[config.mk]
export PLATFORM = sky130hd
export DESIGN_NAME = arcino_multdiv_ctrl
export DESIGN_NICKNAME = d
export VERILOG_FILES = /design/src/rtl/arcino_multdiv_ctrl.sv
export SDC_FILE = /design/constraint.sdc
export NUM_CORES = 1
export LEC_CHECK = 0
export BUFFER_PORTS_ARGS = -buffer_cell sky130_fd_sc_hd__buf_2
export CORE_UTILIZATION = 30
export CTS_BUF_LIST = sky130_fd_sc_hd__clkbuf_2 sky130_fd_sc_hd__clkbuf_4 sky130_fd_sc_hd__clkbuf_8
export DETAILED_ROUTE_END_ITERATION = 6
export PLACE_DENSITY = 0.6
export SLEW_MARGIN = 20
export SYNTH_ARGS = -nofsm -noshare
export SYNTH_HDL_FRONTEND = slang
export SYNTH_SLANG_ARGS = --single-unit
[constraint.sdc]
create_clock -name clk_i -period 5.18 [get_ports clk_i]
set_input_delay 1.036 -clock clk_i [delete_from_list [all_inputs] [get_ports clk_i]]
set_output_delay 1.036 -clock clk_i [all_outputs]
set_load 0.01 [all_outputs]
[src/rtl/arcino_multdiv_ctrl.sv]
// Mult/div sequencing controller between the ID stage and a multi-cycle
// multiplier/divider. It captures one operation and holds its operands, drives
// the matching unit enable until the unit reports done, then hands the result
// to the register file through a writeback handshake. A watchdog aborts an
// operation that never completes.
//
// Handshakes (valid/ready): a transfer happens on a rising clk edge where
// valid and ready are both high. The request side transfers on
// req_valid_i & req_ready_o. The writeback side transfers on
// wb_valid_o & wb_ready_i. A valid, once raised, holds its payload stable
// until the transfer edge, unless a flush withdraws it.
//
// Timing: the cycle right after capture is a launch cycle. The captured
// operands become visible to the unit in that cycle, and the enable is raised
// at the end of it. md_ready_i only counts while an enable is high.
module arcino_multdiv_ctrl #(
    parameter int unsigned RegAddrW   = 5,
    parameter int unsigned WdogCycles = 40
) (
    input  logic                clk_i,
    input  logic                rst_ni,
    // request from ID
    input  logic                req_valid_i,
    output logic                req_ready_o,
    input  logic [1:0]          req_op_i,
    input  logic [1:0]          req_signed_i,
    input  logic [31:0]         req_a_i,
    input  logic [31:0]         req_b_i,
    input  logic [RegAddrW-1:0] req_rd_i,
    input  logic                flush_i,
    // multiplier/divider side
    output logic                mult_en_o,
    output logic                div_en_o,
    output logic [1:0]          operator_o,
    output logic [1:0]          signed_mode_o,
    output logic [31:0]         op_a_o,
    output logic [31:0]         op_b_o,
    input  logic [31:0]         md_result_i,
    input  logic                md_ready_i,
    // writeback
    output logic                wb_valid_o,
    output logic [RegAddrW-1:0] wb_rd_o,
    output logic [31:0]         wb_data_o,
    input  logic                wb_ready_i,
    // status
    output logic                busy_o,
    output logic                wdog_err_o,
    output logic [1:0]          state_o
);

    typedef enum logic [1:0] {
        ST_IDLE  = 2'd0,
        ST_RUN   = 2'd1,
        ST_DRAIN = 2'd2,
        ST_WB    = 2'd3
    } state_e;

    typedef enum logic [1:0] {
        MD_OP_MULL = 2'd0,
        MD_OP_MULH = 2'd1,
        MD_OP_DIV  = 2'd2,
        MD_OP_REM  = 2'd3
    } md_op_e;

    state_e              state_q;
    md_op_e              op_q;
    logic [1:0]          signed_q;
    logic [31:0]         a_q;
    logic [31:0]         b_q;
    logic [RegAddrW-1:0] rd_q;
    logic [31:0]         wb_data_q;
    logic                mult_en_q;
    logic                div_en_q;
    logic [5:0]          wdog_cnt_q;
    logic [5:0]          wdog_cnt_d;
    logic                wdog_err_q;

    logic capture;
    logic en_active;
    logic is_div_op;
    logic wdog_hit;

    assign capture   = (state_q == ST_IDLE) && req_valid_i && !flush_i;
    assign en_active = mult_en_q || div_en_q;
    assign is_div_op = (op_q == MD_OP_DIV) || (op_q == MD_OP_REM);

    // Saturating count of enabled cycles; a timeout fires on the cycle that reaches the limit.
    always_comb begin
        wdog_cnt_d = wdog_cnt_q;
        if (en_active && (wdog_cnt_q != 6'h3f)) begin
            wdog_cnt_d = wdog_cnt_q + 6'd1;
        end
    end

    assign wdog_hit = en_active && !md_ready_i && (wdog_cnt_d == 6'(WdogCycles));

    // Controller FSM together with all captured and registered outputs.
    always_ff @(posedge clk_i or negedge rst_ni) begin
        if (!rst_ni) begin
            state_q    <= ST_IDLE;
            op_q       <= MD_OP_MULL;
            signed_q   <= 2'b00;
            a_q        <= 32'd0;
            b_q        <= 32'd0;
            rd_q       <= '0;
            wb_data_q  <= 32'd0;
            mult_en_q  <= 1'b0;
            div_en_q   <= 1'b0;
            wdog_cnt_q <= 6'd0;
            wdog_err_q <= 1'b0;
        end else begin
            case (state_q)
                ST_IDLE: begin
                    if (capture) begin
                        op_q       <= md_op_e'(req_op_i);
                        signed_q   <= req_signed_i;
                        a_q        <= req_a_i;
                        b_q        <= req_b_i;
                        rd_q       <= req_rd_i;
                        wdog_cnt_q <= 6'd0;
                        state_q    <= ST_RUN;
                    end
                end
                ST_RUN: begin
                    if (!en_active) begin
                        // Launch cycle: the unit has not started yet, so a flush can simply abandon it.
                        if (flush_i) begin
                            state_q <= ST_IDLE;
                        end else begin
                            mult_en_q <= !is_div_op;
                            div_en_q  <= is_div_op;
                        end
                    end else begin
                        wdog_cnt_q <= wdog_cnt_d;
                        if (md_ready_i) begin
                            mult_en_q <= 1'b0;
                            div_en_q  <= 1'b0;
                            if (flush_i) begin
                                state_q <= ST_IDLE;
                            end else begin
                                wb_data_q <= md_result_i;
                                state_q   <= ST_WB;
                            end
                        end else if (wdog_hit) begin
                            mult_en_q  <= 1'b0;
                            div_en_q   <= 1'b0;
                            wdog_err_q <= 1'b1;
                            state_q    <= ST_IDLE;
                        end else if (flush_i) begin
                            state_q <= ST_DRAIN;
                        end
                    end
                end
                ST_DRAIN: begin
                    // Keep the unit enabled until it finishes so it returns to its own idle state.
                    wdog_cnt_q <= wdog_cnt_d;
                    if (md_ready_i) begin
                        mult_en_q <= 1'b0;
                        div_en_q  <= 1'b0;
                        state_q   <= ST_IDLE;
                    end else if (wdog_hit) begin
                        mult_en_q  <= 1'b0;
                        div_en_q   <= 1'b0;
                        wdog_err_q <= 1'b1;
                        state_q    <= ST_IDLE;
                    end
                end
                ST_WB: begin
                    if (wb_ready_i || flush_i) begin
                        state_q <= ST_IDLE;
                    end
                end
                default: state_q <= ST_IDLE;
            endcase
        end
    end

    assign req_ready_o   = (state_q == ST_IDLE) && !flush_i;
    assign busy_o        = (state_q != ST_IDLE) || (req_valid_i && req_ready_o && !flush_i);
    assign mult_en_o     = mult_en_q;
    assign div_en_o      = div_en_q;
    assign operator_o    = op_q;
    assign signed_mode_o = signed_q;
    assign op_a_o        = a_q;
    assign op_b_o        = b_q;
    assign wb_valid_o    = (state_q == ST_WB);
    assign wb_rd_o       = rd_q;
    assign wb_data_o     = wb_data_q;
    assign wdog_err_o    = wdog_err_q;
    assign state_o       = state_q;

endmodule

### Word-level counts from Yosys, hierarchy flattened

Cells that the tools add are included.

| word-level totals | value |
|---|---|
| bits in registers | 116 |
| output and inout port bits | 113 |
| word-level logic and storage cells | 81 |

| cells by class | value |
|---|---|
| $add $sub $neg | 1 |
| equal/unequal tests | 14 |
| mux-type cells | 29 |
| bitwise logic cells | 1 |
| reduce and logical (&&, ||, !) cells | 25 |

Operators by type and width:

| operator | count |
|---|---|
| 2-bit 2-to-1 mux | 10 |
| 6-bit 2-to-1 mux | 3 |
| 6-bit case mux with 3 select lines | 1 |
| 1-bit 2-to-1 mux | 11 |
| 3-bit inequality test (second input constant) | 3 |
| 2-bit equality test (second input constant) | 4 |
| 1-bit logical AND | 8 |
| 2-bit case mux with 4 select lines | 1 |
| 6-bit by 1-bit adder with 6-bit output (second input constant) | 1 |
| 6-bit equality test (second input constant) | 1 |
| 6-bit inequality test (second input constant) | 1 |
| 1-bit case mux with 2 select lines | 3 |
| 2-bit AND reduction | 3 |
| 5-bit AND reduction | 1 |
| 1-bit logical OR | 4 |
| 2-bit inequality test (second input constant) | 2 |
| 4-bit inequality test (second input constant) | 1 |
| 4-bit AND reduction | 1 |
| 2-bit nonzero test | 2 |
| 1-bit logical NOT | 3 |
| 3-bit AND reduction | 1 |
| 3-bit nonzero test | 1 |
| 2-bit by 1-bit equality test with 1-bit output (second input constant) | 1 |
| 2-bit logical NOT | 1 |
| 2 further kinds | 2 |

### Longest topological paths before layout

Gate-level depths: netlist (run 1).

| depth | value |
|---|---|
| depth in word-level cells | 9 |
| gate-level depth with buffers | 8 |

### Least setup slack after synthesis (run 1)

OpenSTA, ideal clock, no wires.

| timing | value |
|---|---|
| path type | input -> output |
| start | in flush_i |
| end | out busy_o |
| data arrival time | 1.804 ns |
| required time | 4.144 ns |
| setup slack | 2.340 ns |
| stages on the path | 5 |
| buffers on the path | 3 |
| path through | buf_4 -> nand3b_4 -> buf_2 -> buf_6 -> nand2_1 |

| on the way | value |
|---|---|
| longest elaborated chain between the ends | 5 |

Ends and longest elaborated chain:

| item | RTL line | text |
|---|---|---|
| start, declared | 30 | `input logic flush_i,` |
| 1-bit logical NOT * | 178, 179 |  |
| 1-bit logical AND | 178 | `assign req_ready_o = (state_q == ST_IDLE) && !flush_i;` |
| 1-bit logical AND | 179 | `assign busy_o = (state_q != ST_IDLE) \|\| (req_valid_i && req_ready_o && !flush_i);` |
| 1-bit logical AND * | 179 |  |
| 1-bit logical OR * | 179 |  |
| end, declared | 46 | `output logic busy_o,` |

Mark *: on every way between the ends. The rest lies on a longest branch, timed or not.

### Worst setup path after layout (run 1)

| timing | value |
|---|---|
| start | reg state_q[0] (netlist: state_o[0]) |
| end | out busy_o |

| on the way | value |
|---|---|
| longest elaborated chain between the ends | 5 |
| elaborated cells between the ends (all ways) | 6 |

Ends and longest elaborated chain:

| item | RTL line | text |
|---|---|---|
| start, declared | 65 | `state_e state_q;` |
| start signal, assigned | 100 | `state_q <= ST_IDLE;` |
| start signal, assigned | 121 | `state_q <= ST_RUN;` |
| start signal, assigned | 128 | `state_q <= ST_IDLE;` |
| 2-bit logical NOT | 178 |  |
| 1-bit logical AND | 178 |  |
| 1-bit logical AND (2 in a row) | 179 |  |
| 1-bit logical OR * | 179 |  |

Marked as above.

==> summary.md, run 1 <==
| Metric | Value |
|---|---|
| Status | `complete, no violations` |
| Worst Setup Start Kind | `register` |
| Adder-cell share of the synthesized area | `between 1 and 1.5%` |
| Pins Over Slew Limit | `0` |
| Register area share after synthesis | `slightly above 60%` |
| Hold violation count in the final report | `0` |
| Req. time, crit path | `around 4100 ps` |
| Port buffer count | `around 220` |
| Worst Setup End Kind | `primary output` |
| Setup Fix Bufs, Post-CTS | `0` |
| Area share of the largest cell type after synthesis | `roughly 60%` |
| Post-Route WL | `roughly 11 mm` |
| Die area | `about 17000 um^2` |
| Via density | `4.52` |
| Largest net degree at the start of global routing | `78` |
| Relative slew slack | `a little over a third` |
| Worst Path Max Fanout | `7` |
| Vias in the first global route | `roughly 3500` |
| Post-Syn Instances | `between 300 and 400` |
| RSZ-0062 raised after global routing | `no` |
| Height of the die | `128 um` |
| Antenna violations before repair | `0` |
| Chip width | `between 100 and 150 um` |
| Clock sinks | `between 100 and 150` |
| Lkg Pwr | `3.20 nW` |
| Nets | `approximately 660` |
| Hold Buf Count CTS | `0` |
| Iter 0 DRT Violations | `approximately 140` |
| CP arrival | `approximately 1800 ps` |
| CTS tree | `done` |
| Ys flop type | `dfrtp_1` |
| Post-Synth Simple-Gate Area | `between 4 and 5%` |
| Detailed-route via count | `around 3500` |
| First-pass detailed-route iteration total | `4` |
| Slowest CP cell | `dfrtp_1` |
| FFs w/ async S/R, synth | `100%` |
| Num CTS Buffers | `17` |
| CTS Buffer Depth | `2` |
| Clock Tree Root | `clkbuf_8` |
| Avg WL per Cell | `approximately 14 um` |
| Avg Inst Size Synth | `15.0 um^2` |
| Core ar. | `between 15000 and 20000 um^2` |
| Mux cell area share after synthesis | `25.1%` |
| Syn nets | `roughly 440` |
| H-tree levels | `4` |
| Critical path cell sequence | `inv_1 -> ha_1 -> nand3b_4 -> nand2_1 -> buf_2` |
| Part of the cycle the worst path needs | `54.0%` |
| Hold Path Class | `register to register` |
| Yosys warns | `0` |
| Congestion Overflow GR | `0` |
| I/O pin count | `approximately 220` |
| Ranking of synthesized cells by area | `dfrtp_1 (60%), mux2_2 (25%), buf_6 (1.6%), ha_1 (1.3%), a21oi_1 (1.0%)` |
| Final setup TNS | `0 ps` |
| Final Critical Period | `around 2800 ps` |
| Compound-Gate Fraction of Synth Area | `roughly 5%` |
| Peak supply drop | `~0.28 mV` |
| HPWL Detailed | `~8 mm` |
| Total of max-cap violations | `0` |
| Largest family of logic cells by synthesized area | `multiplexers` |
| Gr usage total | `13.7%` |
| R2r setup slk | `between 2000 and 3000 ps` |
| CP Class | `register to primary output` |
| Clk_lat worst skew | `approximately 430 ps` |
| Most common cell in the netlist | `dfrtp_1` |
| Post-Layout Cell Count | `772` |
| Layout area overhead | `35.1%` |
| Synthesized area | `roughly 4800 um^2` |
| DRC viols | `0` |
| Initial Util | `31.1%` |
| Finish-stage setup viols | `0` |
| Site Rows | `45` |
| Number of synthesized register bits | `between 100 and 150` |
| GPL Wtd Cong | `a little over 0.8` |
| Delay-heaviest family, CP | `flip-flops` |
| Global-route wire length before repair | `17.3 mm` |
| Reg clk slew, reported paths | `~70 ps` |
| Worst path bufs/invs | `2` |
| Antenna-violating nets left | `0` |
| Final Skew | `~8.1 ps` |
| Layout cell share with drive strength beyond 1 | `approximately two thirds` |
| Achievable Freq | `around 360 MHz` |
| Number of instances in the placed design | `between 700 and 800` |
| Hold WS | `about 480 ps` |
| Most common library cells after synthesis | `dfrtp_1 (116), mux2_2 (105), a21oi_1 (10), inv_1 (8), o21ai_0 (8)` |
| Worst-Margin Slew | `roughly 970 ps` |
| Worst path max stage delay | `roughly 450 ps` |
| Yosys cell types | `44` |
| PD cells | `about 620 nW/um^2` |
| PostCTS Resize Cnt | `0` |
| Ant. Diodes | `0` |
| Area leader, netlist | `dfrtp_1` |
| XOR/XNOR Fraction of Synth Area | `less than 1%` |
| EDFF count, synth | `0` |
## cell usage in the layout (no fill, tap or decap), types with 4 or more instances in the layout
| master | count |
|---|---|
| a21oi_1 | 10 |
| buf_2 | 222 |
| buf_4 | 4 |
| clkbuf_8 | 19 |
| clkinvlp_4 | 4 |
| dfrtp_1 | 116 |
| ha_1 | 5 |
| inv_1 | 8 |
| mux2_2 | 105 |
| nand2b_1 | 4 |
| nand3_1 | 4 |
| o21ai_0 | 8 |
## worst paths after layout
kind | start | endpoint | depth (start not counted)
max | state_o[0] | busy_o | 5
max reg2reg | state_o[0] | wdog_cnt_q[1] | 7
min reg2reg | wdog_err_o | wdog_err_o | 1
min in group asynchronous | rst_ni | div_en_o | 1
min | wdog_err_o | wdog_err_o | 1
max in group asynchronous | rst_ni | op_b_o[18] | 2
## kinds of logic after synthesis
kind of cell	after synthesis
simple gates	30
buf+inv	26
fa+ha+maj	5
flops	116
mux	107
compound gates	36
xor+xnor	1
## where the power goes
| group | leakage (nW) | internal [mW] | total, mW | switching (mW) |
|---|---|---|---|---|
| Sequential | 1.40 | 1.35 | 1.59 | 0.240 |
| Clock | 0.205 | 0.507 | 0.883 | 0.376 |
| Combinational | 1.60 | 0.778 | 1.52 | 0.742 |
## state kept, by name (all words and copies together), names as in the netlist
signal         flops
wdog_cnt_q         6
state_o            2
wb_data_o         32
op_b_o            32
operator_o         2
wdog_err_o         1
signed_mode_o      2
op_a_o            32
mult_en_o          1
div_en_o           1
wb_rd_o            5
## cell type report
type / instances / area (um^2)
multi-input cells: 179 / 1730
clock inverters: 12 / 153
well taps: 211 / 264
repair buffers: 226 / 1140
clock buffers: 20 / 269
fillers: 1489 / 8940
flip-flops and latches: 116 / 2900
inverters: 8 / 30.0
## per-stage QoR
step	power [mW]	setup slack, ps	cell area, um^2	util [%]
global route	4.27	2290	6490	42.0
global placement	3.09	2160	6060	39.3
floorplan	2.51	2340	4800	-
finish	3.99	2380	6490	42.0
detailed placement	3.14	2100	6060	39.3
CTS	4.05	2350	6490	42.0
## routing by layer
metal,share of wire (%),global-route usage (%),vias up
met4,1.5,6.51,0
met5,0,0,-
met2,49,21.9,162
li1,-,-,1610
met3,9.4,5.45,13
met1,41,16.2,1701
No activity file was read; power rests on OpenSTA's default activity.
==> inputs of run 2 (changes only) <==
--- a/config.mk
+++ b/config.mk
@@ -9,7 +9,7 @@
 export CORE_UTILIZATION = 30
 export CTS_BUF_LIST = sky130_fd_sc_hd__clkbuf_2 sky130_fd_sc_hd__clkbuf_4 sky130_fd_sc_hd__clkbuf_8
 export DETAILED_ROUTE_END_ITERATION = 6
-export PLACE_DENSITY = 0.6
+export PLACE_DENSITY = 0.62
 export SLEW_MARGIN = 20
 export SYNTH_ARGS = -nofsm -noshare
 export SYNTH_HDL_FRONTEND = slang
==> constraint.sdc (replaced) <==
create_clock -name clk_i -period 2.51 [get_ports clk_i]
set_input_delay 0.502 -clock clk_i [delete_from_list [all_inputs] [get_ports clk_i]]
set_output_delay 0.502 -clock clk_i [all_outputs]
set_load 0.01 [all_outputs]
==> summary.md, run 2 (synthesis results as in run 1) <==
| Metric | Value |
|---|---|
| Core ar. | `15400 um^2 (unchanged)` |
| Post-Route WL | `11.0 mm (was 11.1 mm)` |
| Congestion Overflow GR | `0 (unchanged)` |
| HPWL Detailed | `8.05 mm (was 8.04 mm)` |
| Nets | `670 (was 664)` |
| Finish-stage setup viols | `0 (unchanged)` |
| Gr usage total | `13.6% (was 13.7%)` |
| Ant. Diodes | `0 (unchanged)` |
| RSZ-0062 raised after global routing | `no (unchanged)` |
| Relative slew slack | `70.3% (was 35.2%)` |
| Final Critical Period | `about 2100 ps` |
| Final setup TNS | `0 ps (unchanged)` |
| Global-route wire length before repair | `17.2 mm (was 17.3 mm)` |
| Layout area overhead | `37.1% (was 35.1%)` |
| H-tree levels | `4 (unchanged)` |
| Clock sinks | `116 (unchanged)` |
| Largest net degree at the start of global routing | `69 (was 78)` |
| Achievable Freq | `about 480 MHz` |
| Vias in the first global route | `3538 (was 3547)` |
| Clock Tree Root | `clkbuf_8 (unchanged)` |
| Antenna violations before repair | `0 (unchanged)` |
| Reg clk slew, reported paths | `80 ps (was 70 ps)` |
| Worst-Margin Slew | `445 ps (was 972 ps)` |
| Clk_lat worst skew | `420 ps (was 430 ps)` |
| Number of instances in the placed design | `742 (was 740)` |
| DRC viols | `0 (unchanged)` |
| Port buffer count | `223 (unchanged)` |
| Antenna-violating nets left | `0 (unchanged)` |
| Worst Setup End Kind | `primary output (unchanged)` |
| Site Rows | `45 (unchanged)` |
| Peak supply drop | `0.546 mV (was 0.275 mV)` |
| PD cells | `1270 nW/um^2 (was 615 nW/um^2)` |
| CTS Buffer Depth | `2 (unchanged)` |
| Detailed-route via count | `3520 (was 3486)` |
| Layout cell share with drive strength beyond 1 | `66.1% (was 65.8%)` |
| I/O pin count | `224 (unchanged)` |
| Status | `complete, no violations (unchanged)` |
| Hold violation count in the final report | `0 (unchanged)` |
| Worst Path Max Fanout | `7 (unchanged)` |
| Initial Util | `31.1% (unchanged)` |
| Final Skew | `6.53 ps (was 8.08 ps)` |
| R2r setup slk | `440 ps (was 2520 ps)` |
| CP Class | `register to primary output (unchanged)` |
| Via density | `4.52 (about the same)` |
| GPL Wtd Cong | `0.800 (was 0.805)` |
| Hold Path Class | `primary input to register (was register to register)` |
| Post-Layout Cell Count | `778 (was 772)` |
| Pins Over Slew Limit | `0 (unchanged)` |
| Part of the cycle the worst path needs | `a little over four fifths` |
| Avg WL per Cell | `14.1 um (was 14.4 um)` |
| CP arrival | `1590 ps (was 1760 ps)` |
| Req. time, crit path | `2010 ps (was 4140 ps)` |
| Total of max-cap violations | `0 (unchanged)` |
| Num CTS Buffers | `17 (unchanged)` |
| Iter 0 DRT Violations | `101 (was 143)` |
| Die area | `16500 um^2 (unchanged)` |
| Chip width | `128 um (unchanged)` |
| Layout Utilization | `42.7% (was 42.0%)` |
| First-pass detailed-route iteration total | `4 (unchanged)` |
| Most common cell after layout, fill and taps aside | `buf_2 (unchanged)` |
| CTS tree | `done (unchanged)` |
| Worst Setup Start Kind | `register (unchanged)` |
| Most frequent cells in the layout | `buf_2 (222), dfrtp_1 (116), mux2_2 (105) (unchanged)` |
| Lkg Pwr | `3.26 nW (was 3.20 nW)` |
| Height of the die | `128 um (unchanged)` |
==> run 2: path summary, 6_finish.rpt <==
path                             startpoint           end  depth (start not counted)
min in group asynchronous            rst_ni      div_en_o                          2
worst max register to register   state_o[1]  wb_data_o[2]                          6
worst max-delay path             state_o[0]        busy_o                          5
worst min register to register   wdog_err_o    wdog_err_o                          1
max in group asynchronous            rst_ni    op_a_o[25]                          3
worst min-delay path            req_rd_i[0]    wb_rd_o[0]                          2
==> run 2: timing repair <==
item                                    CTS  global route
endpoints found under the setup margin    0             1
buffers inserted                          0             3
hold buffers                              1             0
hold endpoints to repair                 13             0
resized for setup                         0             1
==> run 2: layer usage <==
metal | routed length, um | global-route usage, %
met5 | 0 | 0
met4 | 150 | 6.02
met3 | 917 | 5.65
met2 | 5540 | 22.6
met1 | 4380 | 15.2
==> run 2: per-stage QoR <==
stage | cell area [um^2] | setup WS, ps | hold slack [ps] | power (mW)
floorplan | 4800 | 597 | 206 | 5.18
global placement | 6100 | 512 | 372 | 6.40
detailed placement | 6100 | 414 | 373 | 6.51
CTS | 6560 | 7.04 | 256 | 8.47
global route | 6580 | 277 | 257 | 8.93
finish | 6580 | 416 | 298 | 8.36
==> run 2: final cells by class <==
cell class,count,area (um^2)
Sequential cell,116,2900
Timing Repair Buffer,232,1210
Clock inverter,13,181
Clock buffer,19,262
Fill cell,1497,8840
Inverter,8,30.0
Tap cell,211,264
Multi-Input combinational cell,179,1730
==> run 2: worst max-delay path, stage by stage, from the launching register on <==
cell,delay [ps]
dfrtp_1,430
inv_1,120
ha_2,290
nand3b_4,110
nand2_1,80
buf_2,130
==> run 2: where the power goes <==
part	internal [mW]	switching, mW	total [mW]
logic	1.65	1.53	3.18
registers	2.78	0.496	3.28
clock network	1.13	0.776	1.91
